[config.mk]
export PLATFORM = sky130hd
export DESIGN_NAME = fetch_sequencer
export DESIGN_NICKNAME = d
export VERILOG_FILES = /design/src/rtl/fetch_sequencer.sv
export SDC_FILE = /design/constraint.sdc
export NUM_CORES = 1
export LEC_CHECK = 0
export CORE_ASPECT_RATIO = 1.1
export CORE_UTILIZATION = 38
export DETAILED_ROUTE_END_ITERATION = 16
export PLACE_DENSITY = 0.64
export SYNTH_ARGS = -nofsm -noshare
export SYNTH_HDL_FRONTEND = slang
export SYNTH_SLANG_ARGS = --single-unit
[constraint.sdc]
create_clock -name clk -period 2.98 [get_ports clk]
set_input_delay 0.894 -clock clk [delete_from_list [all_inputs] [get_ports clk]]
set_output_delay 0.894 -clock clk [all_outputs]
set_load 0.005 [all_outputs]
[src/rtl/fetch_sequencer.sv]
// Instruction-fetch sequencer for KGP-RISC: owns the PC, issues BRAM reads,
// absorbs the one-cycle read latency with a skid entry and presents a valid/ready stream.
module fetch_sequencer #(
    parameter int          ADDR_W    = 5,
    parameter logic [31:0] RESET_PC  = 32'h0000_0000,
    parameter logic [31:0] HALT_WORD = 32'hFFFF_FFFF
) (
    input  logic              clk,
    input  logic              rst,
    input  logic              start,
    input  logic              redirect_valid,
    input  logic [31:0]       redirect_pc,
    output logic              mem_en,
    output logic [ADDR_W-1:0] mem_addr,
    input  logic [31:0]       mem_rdata,
    output logic              inst_valid,
    output logic [31:0]       inst,
    output logic [31:0]       inst_pc,
    input  logic              inst_ready,
    output logic [31:0]       fetch_pc,
    output logic              halted
);

    typedef enum logic [1:0] {
        S_IDLE,
        S_FETCH,
        S_HALT
    } state_t;

    state_t      r_state;
    state_t      w_state_nxt;

    logic [31:0] r_fetch_pc;
    logic        r_pend;
    logic [31:0] r_pend_pc;
    logic        r_skid_valid;
    logic [31:0] r_skid_inst;
    logic [31:0] r_skid_pc;
    logic        r_inst_valid;
    logic [31:0] r_inst;
    logic [31:0] r_inst_pc;
    logic        r_halted;

    logic        w_accept;
    logic        w_halt_acc;
    logic        w_redirect;
    logic        w_issue;
    logic        w_out_free;
    logic        w_unused;

    always_ff @(posedge clk or negedge rst) begin
        if (!rst) begin
            r_state <= S_IDLE;
        end else begin
            r_state <= w_state_nxt;
        end
    end

    // Halt beats redirect; an issue is held off whenever the returning word could find no free slot.
    always_comb begin
        w_state_nxt = r_state;
        w_accept    = r_inst_valid & inst_ready;
        w_halt_acc  = (r_state == S_FETCH) & w_accept & (r_inst == HALT_WORD);
        w_redirect  = (r_state == S_FETCH) & redirect_valid & !w_halt_acc;
        w_issue     = (r_state == S_FETCH) & !r_skid_valid
                      & !(r_pend & r_inst_valid & !inst_ready) & !redirect_valid;
        w_out_free  = !r_inst_valid | inst_ready;
        case (r_state)
            S_IDLE:  if (start) w_state_nxt = S_FETCH;
            S_FETCH: if (w_halt_acc) w_state_nxt = S_HALT;
            S_HALT:  w_state_nxt = S_HALT;
            default: w_state_nxt = S_IDLE;
        endcase
    end

    always_ff @(posedge clk or negedge rst) begin
        if (!rst) begin
            r_fetch_pc   <= RESET_PC;
            r_pend       <= 1'b0;
            r_pend_pc    <= 32'h0;
            r_skid_valid <= 1'b0;
            r_skid_inst  <= 32'h0;
            r_skid_pc    <= 32'h0;
            r_inst_valid <= 1'b0;
            r_inst       <= 32'hFFFF_FFFF;
            r_inst_pc    <= 32'h0;
            r_halted     <= 1'b0;
        end else begin
            if (w_issue) begin
                r_pend_pc  <= r_fetch_pc;
                r_fetch_pc <= r_fetch_pc + 32'd4;
            end
            if (w_halt_acc) begin
                r_pend       <= 1'b0;
                r_skid_valid <= 1'b0;
                r_inst_valid <= 1'b0;
                r_halted     <= 1'b1;
            end else if (w_redirect) begin
                r_pend       <= 1'b0;
                r_skid_valid <= 1'b0;
                r_inst_valid <= 1'b0;
                r_fetch_pc   <= {redirect_pc[31:2], 2'b00};
            end else begin
                r_pend <= w_issue;
                // The skid always drains first so issue order is preserved.
                if (w_out_free) begin
                    if (r_skid_valid) begin
                        r_inst       <= r_skid_inst;
                        r_inst_pc    <= r_skid_pc;
                        r_inst_valid <= 1'b1;
                        r_skid_valid <= r_pend;
                    end else if (r_pend) begin
                        r_inst       <= mem_rdata;
                        r_inst_pc    <= r_pend_pc;
                        r_inst_valid <= 1'b1;
                    end else begin
                        r_inst_valid <= 1'b0;
                    end
                end else if (r_pend) begin
                    r_skid_valid <= 1'b1;
                end
                if (r_pend & (r_skid_valid | !w_out_free)) begin
                    r_skid_inst <= mem_rdata;
                    r_skid_pc   <= r_pend_pc;
                end
            end
        end
    end

    assign mem_en     = w_issue;
    assign mem_addr   = r_fetch_pc[ADDR_W+1:2];
    assign inst_valid = r_inst_valid;
    assign inst       = r_inst;
    assign inst_pc    = r_inst_pc;
    assign fetch_pc   = r_fetch_pc;
    assign halted     = r_halted;
    assign w_unused   = ^redirect_pc[1:0];

endmodule

==> results of run 1 <==
==> worst paths after layout <==
kind | start | to | slack (ns)
worst max register to register | r_skid_valid$_DFFE_PN0P_ | inst_pc[19]$_DFFE_PN0P_ | 0.57
worst min register to register | halted$_DFFE_PN0P_ | halted$_DFFE_PN0P_ | 0.49
min in group clk | halted$_DFFE_PN0P_ | halted$_DFFE_PN0P_ | 0.49
worst min-delay path | rst | r_skid_inst[27]$_DFFE_PN0P_ | 0.42
worst max-delay path | inst_ready | mem_en | 0.14
max in group asynchronous | rst | inst[3]$_DFFE_PN1P_ | 1.88
==> metrics by stage <==
step           hold WS (ns)  area (um2)  power, mW  setup WS [ns]  setup TNS (ns)
2_1_floorplan         0.458        8970       6.51          0.180               0
5_1_grt               0.448       11700       11.4          0.113               0
3_3_place_gp          0.449       11100       8.43         -0.220           -1.62
4_1_cts               0.432       11700       10.9          0.143               0
6_report              0.425       11700       10.8          0.137               0
3_5_place_dp          0.463       11100       8.49         -0.209           -2.67
==> cell families (layout without fill, tap and decap cells) <==
logic type	Yosys count	after routing	share of synthesized area [%]
multiplexers	217	217	29.8
flip-flops	190	190	53.5
AND/OR/NAND/NOR	174	174	9.23
buffers and inverters	49	234	3.43
XOR/XNOR	29	29	2.83
AO/OA/AOI/OAI	11	11	0.740
adder cells (fa/ha/maj)	3	3	0.419
other	1	4	0.0418
==> power by group through the flow <==
stage                     Combinational (mW)  Clock [mW]  Sequential (mW)
after global placement                  3.71           0             4.72
after CTS                               3.78        2.43             4.71
after floorplan                         1.97           0             4.54
final                                   3.71        2.34             4.71
after detailed placement                3.75           0             4.75
after global routing                    4.05        2.53             4.87
==> synthesized netlist by cell type (2+ instances only) <==
cell type  count  share of area, %
buf_1          2             0.084
mux2_2       156                20
nor3_1         9              0.50
buf_6          7              0.88
nand4_1       14              0.98
buf_4         18               1.5
or4_4          2              0.25
ha_1           3              0.42
mux2_4        61                10
inv_1          8              0.34
a21oi_1        4              0.22
or3_1          2              0.14
nor4_2         2              0.28
nor4_1         4              0.28
xor2_1         7              0.68
nor2_1         7              0.29
clkbuf_1      11              0.46
buf_2          3              0.17
dfstp_2       32               9.4
dfrtp_1      158                44
and3_1         4              0.28
nand2_1      101               4.2
xnor2_1       22               2.1
o21ai_0        5              0.28
nand3_1       18               1.0
==> metal layers <==
metal / wire length, um / part of all wire, %
met3: 1240 / 6.1
met2: 9510 / 47
met5: 0 / 0
met4: 145 / 0.72
met1: 9320 / 46
==> final cells by class <==
cell class | instances | area [um2]
Fill cell | 2013 | 11300
Sequential cell | 190 | 4800
Multi-Input combinational cell | 438 | 3900
Timing Repair Buffer | 194 | 1990
Clock buffer | 17 | 425
Tap cell | 300 | 375
Clock inverter | 15 | 195
Inverter | 8 | 30.0
==> state kept, by name, indices dropped and copies added, names as in the netlist <==
name / count
inst_pc: 30
fetch_pc: 30
r_skid_valid: 1
r_skid_inst: 32
r_skid_pc: 30
halted: 1
r_state: 2
r_pend: 1
inst_valid: 1
inst: 32
r_pend_pc: 30
==> layout by cell type (no fill, tap or decap), drive strengths merged, types with 3 or more instances in the layout <==
cell type,n
clkbuf,18
mux2,217
nor3,10
or4,3
clkdlybuf4s50,163
o21ai,5
conb,4
nand3,19
nand4,14
nand2,101
xnor2,22
and3,4
ha,3
clkinv,8
nor4,6
buf,28
dfstp,32
inv,14
a21oi,4
xor2,7
nor2,7
dfrtp,158
==> repair_timing <==
action	4_1_cts	5_1_grt
setup buffers	1	0
gates resized for setup	4	0
setup endpoints to repair	1	0
==> reports/metrics.yaml, run 1 <==
outcome: "complete, no violations"
dp_hpwl_mm: 13.4
synthCells: 674
via_per_inst: 4.88
first_pass_iters: 4
antennaDiodeCount: 0
globalRouteMet3Util_pct: 5.11
finalClockSkew_ns: 0.0139
grt_pass1_vias: 5955
worstPathCellList: "clkdlybuf4s50_1 -> nand3b_1 -> nand2_1 -> inv_2 -> dlygate4sd2_1"
htree_levels: 4
cts.sink_count: 190
port_buffers: 166
crit_arrival_ns: 1.95
max-vdd-ir-drop_mv: 0.385
reg2reg_depth: 6
hold_path.class: "in2async"
path_buf_inv: 3
async_reset_ff_share_pct: 100
core-area_mm2: 0.0230
die_y_um: 163
crit_path_end_kind: "primary output"
p_leak_nw: 5.12
slew_headroom_pct: 48.4
cp_slowest_cell: "clkdlybuf4s50_1"
die_area_mm2: 0.0242
clockBufferDepth: 2
gr-usage-all-layers_pct: 17.4
critPathTopFamily: "buffers and inverters"
post_drt_wl_per_cell_um: 17.4
syn_area_mm2: 0.00896
sequentialPowerShare_pct: 43.7
totalWireLength_mm: 20.2
start_util_pct: 39.0
gr-usage-met2_pct: 28.0
sw_frac_of_total_pct: 30.1
drc: 0
final.min_clock_period_ns: 2.84
grt_antenna_before_repair: 0
critical_path_required_ns: 2.09
crit_cells: 5
slew_viol_final: 0
slowest_delay_ns: 0.42
startpoint_type: "input port"
avgSynthCellArea_um2: 13.3
drive_gt1_share_pct: 37.4
synth_edf_count: 0
rows: 58
clkTransAtPathRegs_ns: 0.07
dp.cells: 1129
yosys_warnings: 0
worstPathMaxFanout: 2
nets: 921
met1_usage_pct: 23.0
ctsHoldBuffers: 0
clock_latency_ns: 0.44
power.density_mw_per_mm2: 919
grt_most_used_layer: "met2"
syn2layout_area_growth_pct: 30.6
hold_viol: 0
finalCoreUtilization_pct: 50.9
synth_seq_cells: 190
rsz0062_at_grt: "false"
synth_ff_type: "dfrtp_1"
yosysUniqueCellTypes: 39
cts-root-buf: "clkbuf_16"
grt_overflow: 0
grt_start_max_net_pins: 57
die_x_um: 148
numCtsBuffers: 17
drt_iter0_markers: 162
place_congestion: 0.752
grt_pass1_wl_mm: 32.5
ys_seq_area_share_pct: 53.5
combPwrFrac_pct: 34.5
fmax_mhz: 352
p_int_mw: 7.52
cts_tree: "done"
worstSetupPathType: "in2out"
post-route-period-util_pct: 95.4
setup_viol: 0
maxCapViolations: 0
io_pins: 173
tightest_slew_ns: 0.774
clkPwrFrac_pct: 21.8
switchingPower_mw: 3.24
instances_no_fill: 1162
ant_nets: 0
vias: 5665
(Power assumes the default switching activity.)
==> run 2: changes to the inputs <==
--- a/config.mk
+++ b/config.mk
@@ -6,9 +6,9 @@
 export NUM_CORES = 1
 export LEC_CHECK = 0
 export CORE_ASPECT_RATIO = 1.1
-export CORE_UTILIZATION = 38
+export CORE_UTILIZATION = 52
 export DETAILED_ROUTE_END_ITERATION = 16
-export PLACE_DENSITY = 0.64
+export PLACE_DENSITY = 0.82
 export SYNTH_ARGS = -nofsm -noshare
 export SYNTH_HDL_FRONTEND = slang
 export SYNTH_SLANG_ARGS = --single-unit
==> reports/metrics.yaml, run 2 (synthesis results as in run 1) <==
outcome: "complete, no violations"
post-route-period-util_pct: 96.2  # +0.82 points
syn2layout_area_growth_pct: 29.5
worstPathMaxFanout: 2  # unchanged
first_pass_iters: 4  # unchanged
io_pins: 173  # unchanged
max-vdd-ir-drop_mv: 0.528  # +37%
final_cell_mix: "clkdlybuf4s50_1 (164), dfrtp_1 (157), mux2_2 (156)"
clkTransAtPathRegs_ns: 0.06  # about the same
combPwrFrac_pct: 34.6  # about the same
crit_path_end_kind: "primary output"
gr-usage-all-layers_pct: 24.1  # +6.7 points
power.density_mw_per_mm2: 939  # +2.2%
final.min_clock_period_ns: 2.87  # +0.0244 ns
startpoint_type: "input port"
grt_antenna_before_repair: 0  # unchanged
htree_levels: 4  # unchanged
grt_pass1_wl_mm: 33.5  # +3.1%
critical_path_required_ns: 2.09  # about the same
worstPathCellList: "clkdlybuf4s50_1 -> nor3b_2 -> nand2_1 -> inv_2 -> dlygate4sd2_1"
die_y_um: 140  # -14%
port_buffers: 166  # unchanged
core-area_mm2: 0.0166  # -28%
antennaDiodeCount: 0  # unchanged
clockBufferDepth: 2  # unchanged
drc: 0  # unchanged
tightest_slew_ns: 0.939  # +0.165 ns
cts-root-buf: "clkbuf_16"
ant_nets: 0  # unchanged
cp_slowest_cell: "clkdlybuf4s50_1"
slew_viol_final: 0  # unchanged
via_per_inst: 5.34  # +9.6%
vias: 5819  # +2.7%
placed_area_mm2: 0.0110  # -0.78%
setup_viol: 0  # unchanged
totalWireLength_mm: 20.2  # about the same
clkPwrFrac_pct: 21.8  # about the same
sequentialPowerShare_pct: 43.6  # about the same
hold_viol: 0  # unchanged
drt_iter0_markers: 251  # +55%
maxCapViolations: 0  # unchanged
hold_path.class: "in2async"
cts_tree: "done"
grt_start_max_net_pins: 67  # +18%
nets: 919  # -0.22%
power_mw: 10.9  # +1.3%
grt_pass1_vias: 6438  # +8.1%
layout_commonest_cell: "clkdlybuf4s50_1"
rsz0062_at_grt: "false"
slowest_delay_ns: 0.44  # +0.02 ns
path_buf_inv: 3  # unchanged
start_util_pct: 53.9  # +15 points
clock_latency_ns: 0.43  # about the same
cts.sink_count: 190  # unchanged
crit_arrival_ns: 1.97  # +0.02 ns
fin_area_mm2: 0.0116  # -0.84%
numCtsBuffers: 17  # unchanged
rows: 49  # -16%
p_int_mw: 7.70  # +2.4%
place_congestion: 0.846  # +12%
post_drt_wl_per_cell_um: 18.6  # +6.8%
switchingPower_mw: 3.20  # -1.2%
slew_headroom_pct: 37.4  # -11 points
cts_setup_buffers: 0  # -1
grt_overflow: 0  # unchanged
p_leak_nw: 5.12  # about the same
sw_frac_of_total_pct: 29.4  # -0.74 points
worstSetupPathType: "in2out"
critPathTopFamily: "buffers and inverters"
drive_gt1_share_pct: 37.1  # -0.26 points
fmax_mhz: 349  # -0.85%
finalClockSkew_ns: 0.0102  # -0.00366 ns
finalCoreUtilization_pct: 69.9  # +19 points
die_x_um: 127  # -14%
dp_hpwl_mm: 13.8  # +2.9%
die_area_mm2: 0.0178  # -27%
## run 2: worst paths after layout
path | start | endpoint | slack [ns] | depth (start not counted)
worst min register to register | r_pend_pc[5]$_DFFE_PN0N_ | r_pend_pc[5]$_DFFE_PN0N_ | 0.50 | 2
max in group asynchronous | rst | fetch_pc[8]$_DFF_PN0_ | 1.81 | 2
worst max-delay path | redirect_valid | mem_en | 0.11 | 5
min in group clk | r_pend_pc[5]$_DFFE_PN0N_ | r_pend_pc[5]$_DFFE_PN0N_ | 0.50 | 2
worst max register to register | r_state[1]$_DFFE_PN0P_ | r_skid_pc[21]$_DFFE_PN0P_ | 0.62 | 9
worst min-delay path | rst | r_skid_inst[28]$_DFFE_PN0P_ | 0.43 | 1
## run 2: power groups by stage
stage	registers [mW]	logic, mW	clock network, mW
5_1_grt	4.89	4.09	2.51
3_5_place_dp	4.77	3.78	0
4_1_cts	4.74	3.82	2.41
3_3_place_gp	4.67	3.67	0
2_1_floorplan	4.54	1.97	0
6_report	4.75	3.78	2.38
## run 2: layout make-up
type	instances	area (um2)
tap	229	287
timing repair buffer	192	1980
clock buffer	20	457
fill	1140	5000
clock inverter	12	158
sequential	190	4800
inverter	8	30.0
multi-input combinational	438	3900
## run 2: through the flow
step	TNS, ns	setup WS [ns]	hold slack [ns]	std cells
global route	0	0.0139	0.459	1089
detailed placement	-0.687	-0.237	0.469	1057
floorplan	0	0.180	0.458	677
CTS	0	0.0841	0.445	1089
finish	0	0.113	0.429	1089
global placement	-0.478	-0.207	0.449	1057
## run 2: repair_timing
item / in CTS / in global routing
gates resized for setup: 3 / 0
hold buffers: 0 / 0
pin swaps: 2 / 2
endpoints found under the setup margin: 1 / 1
## run 2: metal layers
layer  global-route usage, %  wire [um]
met5                       0          0
met4                    6.45        236
met3                    5.50       1060
met2                    40.7       9950
met1                    31.2       8980
==> run 3: changes to the inputs <==
--- a/config.mk
+++ b/config.mk
@@ -7,7 +7,9 @@
 export LEC_CHECK = 0
 export CORE_ASPECT_RATIO = 1.1
 export CORE_UTILIZATION = 52
+export CTS_CLUSTER_SIZE = 25
 export DETAILED_ROUTE_END_ITERATION = 16
+export GPL_ROUTABILITY_DRIVEN = 0
 export PLACE_DENSITY = 0.82
 export SYNTH_ARGS = -nofsm -noshare
 export SYNTH_HDL_FRONTEND = slang
==> results of run 3 <==
The final DEF is identical to that of run 2; final timing and power are the same.
